[src/rtl/edge_detect_multi.sv]
// Multi-channel synchronizer + debouncer with per-channel edge selection,
// sticky pending/overrun flags and a combined interrupt request.
module edge_detect_multi #(
  parameter int CHANNELS        = 4,
  parameter int SYNC_STAGES     = 2,
  parameter int DEBOUNCE_CYCLES = 4
) (
  input  logic                  clk,
  input  logic                  rst,
  input  logic [CHANNELS-1:0]   signal,
  input  logic [2*CHANNELS-1:0] mode,
  input  logic [CHANNELS-1:0]   clr,
  output logic [CHANNELS-1:0]   level,
  output logic [CHANNELS-1:0]   tick,
  output logic [CHANNELS-1:0]   pending,
  output logic [CHANNELS-1:0]   overrun,
  output logic                  irq
);

  localparam int CW = $clog2(DEBOUNCE_CYCLES + 1);
  localparam logic [CW-1:0] CNT_LAST = CW'(DEBOUNCE_CYCLES - 1);

  genvar g;
  generate
    for (g = 0; g < CHANNELS; g = g + 1) begin : g_ch
      logic [SYNC_STAGES-1:0] sync_r;
      logic [CW-1:0]          cnt_r;
      logic                   level_r;
      logic                   tick_r;
      logic                   pend_r;
      logic                   ovr_r;
      logic                   sync_bit;
      logic                   update;
      logic                   tick_next;

      assign sync_bit = sync_r[SYNC_STAGES-1];

      // The new level equals sync_bit at an update, so sync_bit selects the
      // rise (bit 0) or fall (bit 1) enable of this channel's mode field.
      always_comb begin
        update    = 1'b0;
        tick_next = 1'b0;
        if ((sync_bit != level_r) && (cnt_r == CNT_LAST)) begin
          update = 1'b1;
        end
        if (update) begin
          tick_next = sync_bit ? mode[2*g] : mode[2*g+1];
        end
      end

      always_ff @(posedge clk or posedge rst) begin
        if (rst) begin
          sync_r  <= '0;
          cnt_r   <= '0;
          level_r <= 1'b0;
          tick_r  <= 1'b0;
          pend_r  <= 1'b0;
          ovr_r   <= 1'b0;
        end else begin
          sync_r <= {sync_r[SYNC_STAGES-2:0], signal[g]};

          if (sync_bit == level_r) begin
            cnt_r <= '0;
          end else if (update) begin
            cnt_r   <= '0;
            level_r <= sync_bit;
          end else begin
            cnt_r <= cnt_r + 1'b1;
          end

          tick_r <= tick_next;
          // A new event outranks a simultaneous clear for pending.
          pend_r <= tick_next | (pend_r & ~clr[g]);

          if (tick_next && pend_r && !clr[g]) begin
            ovr_r <= 1'b1;
          end else if (clr[g]) begin
            ovr_r <= 1'b0;
          end
        end
      end

      assign level[g]   = level_r;
      assign tick[g]    = tick_r;
      assign pending[g] = pend_r;
      assign overrun[g] = ovr_r;
    end
  endgenerate

  assign irq = |pending;

endmodule

[config.mk]
export PLATFORM = sky130hd
export DESIGN_NAME = edge_detect_multi
export DESIGN_NICKNAME = d
export VERILOG_FILES = /design/src/rtl/edge_detect_multi.sv
export SDC_FILE = /design/constraint.sdc
export NUM_CORES = 1
export LEC_CHECK = 0
export CAP_MARGIN = 20
export CORE_MARGIN = 1
export CORE_UTILIZATION = 35
export CTS_CLUSTER_SIZE = 8
export DETAILED_ROUTE_END_ITERATION = 16
export GPL_ROUTABILITY_DRIVEN = 0
export GPL_TIMING_DRIVEN = 0
export SLEW_MARGIN = 10
export SYNTH_ARGS = -nofsm -noshare
export SYNTH_HDL_FRONTEND = slang
export SYNTH_SLANG_ARGS = --single-unit
[constraint.sdc]
create_clock -name clk -period 3.5 [get_ports clk]
set_input_delay 0.7 -clock clk [delete_from_list [all_inputs] [get_ports clk]]
set_output_delay 0.7 -clock clk [all_outputs]
set_load 0.03 [all_outputs]
Word-level counts from Yosys, hierarchy flattened. Cells that the tools add are included.

Output and inout bits: 17. Bits in registers: 36. Input bits: 18. Word-level logic and storage cells: 109.

Eq/ne operators: 12. $add $sub $neg: 4. Bitwise gates (word level): 16. Reductions and logical operators: 25. Multiplexer cells: 28.

Operator list (number): 2-to-1 mux 3 bit (8); 2-to-1 mux 1 bit (20); adder 3 x 1 -> 3 bit (second input constant) (4); equality test 3 x 2 -> 1 bit (second input constant) (4); logical AND 1 bit (12); NOT 1 bit (8); AND reduction 2 bit (4); nonzero test 2 bit (4); AND 1 bit (4); equality test 1 bit (4); logical NOT 1 bit (4); != test 1 bit (4); bitwise OR 1 bit (4); OR reduction 4 bit (1).

Logic depth before layout (Yosys ltp).
Depth after elaboration: 7. Gate-level depth with buffers: 4. Mapped depth without buffers: 4.

Least setup slack after synthesis. OpenSTA, ideal clock, no wires.

Kind: register -> output. From: register g_ch[1].pend_r. To: output irq. Buffers on the path: 0. Slack: 1.751 ns. Data arrival time: 1.049 ns. Data required time: 2.800 ns. Stages on the path, launching flop included: 2. Path through: dfrtp_1 or4_1.

Cells in the longest elaborated chain, start to end: 1.

RTL lines: start: declaration (RTL line 30) `logic pend_r;`; start signal: assignment (RTL line 73) `pend_r <= tick_next | (pend_r & ~clr[g]);`; OR reduction 4 bit (RTL line 90) `assign irq = |pending;`; end: declaration (RTL line 17) `output logic irq`.

No other way between the ends.

Final worst setup path.
From: register g_ch[2].pend_r. To: output irq.

Cells in the longest elaborated chain, start to end: 1.

RTL lines (RTL line): start: declaration (30); start signal: assignment (73); OR reduction 4 bit (90).

No other way between the ends.

==> impl_metrics.tcl <==
set metrics [dict create \
    clock_skew_ns 0.006429 \
    fp.dieH_um 67.53 \
    worstMarginPinSlew_ns 0.7280 \
    synth.avg_cell_area_um2 12.42 \
    antenna_found_initial 0 \
    grt_pass1_wl_mm 4.002 \
    hold_end "g_ch[0].sync_r[1]" \
    outcome "finished clean" \
    total_leakage_power_nw 0.8978 \
    drt_iter0_drc 23 \
    synth_warnings 0 \
    cp_data_arrival_time_ns 1.81 \
    cts-buffers-inserted 5 \
    syn_nets 143 \
    maxSlewViolCount 0 \
    period_minus_slack_ns 2.512 \
    netlist_area_mm2 0.001503 \
    hold_path_class "flip-flop to flip-flop" \
    min_period_over_period_pct 71.78 \
    cts.path.max_buffers 2 \
    grt.overflow.total 0 \
    ant_nets 0 \
    clock-sinks 36 \
    ctsResizeCount 0 \
    viasPerCell 4.390 \
    nets 184 \
    std_cell_rows 23 \
    hold_depth 0 \
    core_mm2 0.004058 \
    routed_wl_mm 2.403 \
    cts_tree "built" \
    setup_viol 0 \
    synth_cell_types 18 \
    grt_max_degree 37 \
    hold_viol 0 \
    die-area_mm2 0.004560 \
    cts_setup_buffers 0 \
    grt_util_all_layers_pct 12.35 \
    place_area_mm2 0.001906 \
    area_growth_pct 32.97 \
    synth_seq_cells 36 \
    peakVddDrop_mv 0.3320 \
    worstPathRequired_ns 2.80 \
    htreeDepth 2 \
    crit_path_end_kind "primary output" \
    io_buffers 34 \
    reg2reg_slack_ns 2.24 \
    cts_root_buf "clkbuf_8" \
    reg2reg_depth 3 \
    max_freq_mhz 398.0 \
    final_area_mm2 0.001998 \
    max_cap_violations 0 \
    ios 35 \
    vias 935 \
    drive_above_1_share_pct 19.02 \
    hold_start "g_ch[0].sync_r[0]" \
    crit_type "flip-flop to primary output" \
    drc 0 \
    wl_per_cell_um 11.28 \
    cp_max_fo 3 \
    ys_seq_area_share_pct 59.95 \
    post-dp-hpwl_mm 1.765 \
    p_per_area_mw_per_mm2 611.1 \
    grt_pass1_vias 921 \
    fin_tns_setup_ns 0 \
    cts.clk_slew.worst_paths_ns 0.07 \
    antenna_cells 0 \
    synthCells 121 \
    grt_setup_unrepaired "false" \
    r2r-start "g_ch[1].cnt_r[0]" \
    die_x_um 67.53 \
    relSlewSlack_pct 51.40 \
    r2r-end "g_ch[1].level_r" \
    start_util_pct 37.03 \
    startpoint_type "flip-flop" \
    ctsHoldBuffers 0 \
    worst_skew_pair.late_latency_ns 0.28 \
    drtPass1Iterations 4 \
]
routing by layer:
layer,vias up,GRT usage (%),part of all wire [%]
li1,469,-,-
met1,436,14.09,44
met4,0,8.777,2.2
met2,25,20.05,49
met5,-,0,0
met3,5,3.041,4.5
metrics by stage:
stage          utilization, %  power [W]  instances  worst slack (ns)  hold WS (ns)
6_report                49.24   0.001221        213            0.9876        0.3471
5_1_grt                 49.24   0.001300        213            0.9309        0.3562
2_1_floorplan               -  0.0008079        121             1.751        0.3312
4_1_cts                 49.24   0.001242        213            0.9635        0.3475
3_5_place_dp            46.96  0.0009372        205             1.280        0.3355
3_3_place_gp            46.96  0.0009217        205             1.234        0.3340
cell usage after synthesis:
master	instances	area share (%)
buf_4	16	8.0
dfrtp_1	36	60
ha_1	4	3.3
inv_1	6	1.5
mux2_2	2	1.5
nand2_1	10	2.5
nand2b_1	6	2.5
nand3b_1	4	2.0
nor2_1	4	1.0
nor2b_1	3	1.2
nor3_1	3	1.0
nor3b_1	8	4.0
o21a_1	4	2.0
o21ai_0	4	1.3
o32ai_2	4	4.3
or2b_1	2	1.0
or4_1	1	0.50
xnor2_1	4	2.3
cells by family (layout without fill, tap and decap cells):
kind of cell | Yosys count | in the layout | synth area share [%]
xor+xnor | 4 | 4 | 2.331
compound gates | 12 | 12 | 7.660
buf+inv | 22 | 64 | 9.492
simple gates | 41 | 41 | 15.74
flops | 36 | 36 | 59.95
fa+ha+maj | 4 | 4 | 3.331
mux | 2 | 2 | 1.499
worst max-delay path: stages, from the launching register on:
cell             delay, ns
dfrtp_1               0.42
or4_1                 0.51
clkdlybuf4s50_1       0.61
state kept, by name, indices dropped and copies added (netlist names):
signal / cells
g_ch.sync_r: 8
g_ch.level_r: 4
g_ch.tick_r: 4
g_ch.pend_r: 4
g_ch.ovr_r: 4
g_ch.cnt_r: 12
final cells by class:
type | count | area [um2]
Inverter | 6 | 22.52
Clock buffer | 6 | 82.58
Fill cell | 364 | 2059
Sequential cell | 36 | 900.9
Multi-Input combinational cell | 63 | 459.2
Buffer | 16 | 120.1
Timing Repair Buffer | 34 | 340.3
Clock inverter | 2 | 10.01
Tap cell | 50 | 62.56
layout by cell type (no fill, tap or decap), types with 5 or more instances in the layout:
| cell | instances |
|---|---|
| dfrtp_1 | 36 |
| clkdlybuf4s50_1 | 34 |
| buf_4 | 16 |
| nand2_1 | 10 |
| nor3b_1 | 8 |
| nand2b_1 | 6 |
| clkbuf_8 | 6 |
| inv_1 | 5 |
report_power, final:
group / switching [W] / leakage [nW] / total [W] / internal (W)
logic: 0.000186 / 0.378 / 0.000382 / 0.000196
clock network: 0.000139 / 0.0510 / 0.000296 / 0.000157
registers: 0.0000558 / 0.468 / 0.000544 / 0.000488
total: 0.000381 / 0.898 / 0.00122 / 0.000840
worst max path at each step:
stage | start | to | slack [ns] | cells after the start
CTS | g_ch[2].pend_r | irq | 0.96 | 2
floorplan | g_ch[1].pend_r | irq | 1.75 | 1
finish | g_ch[2].pend_r | irq | 0.99 | 2
global route | g_ch[2].pend_r | irq | 0.93 | 2
detailed placement | g_ch[2].pend_r | irq | 1.28 | 2
global placement | rst | g_ch[3].ovr_r | 1.23 | 2
Power figures use the tool's default switching activity.
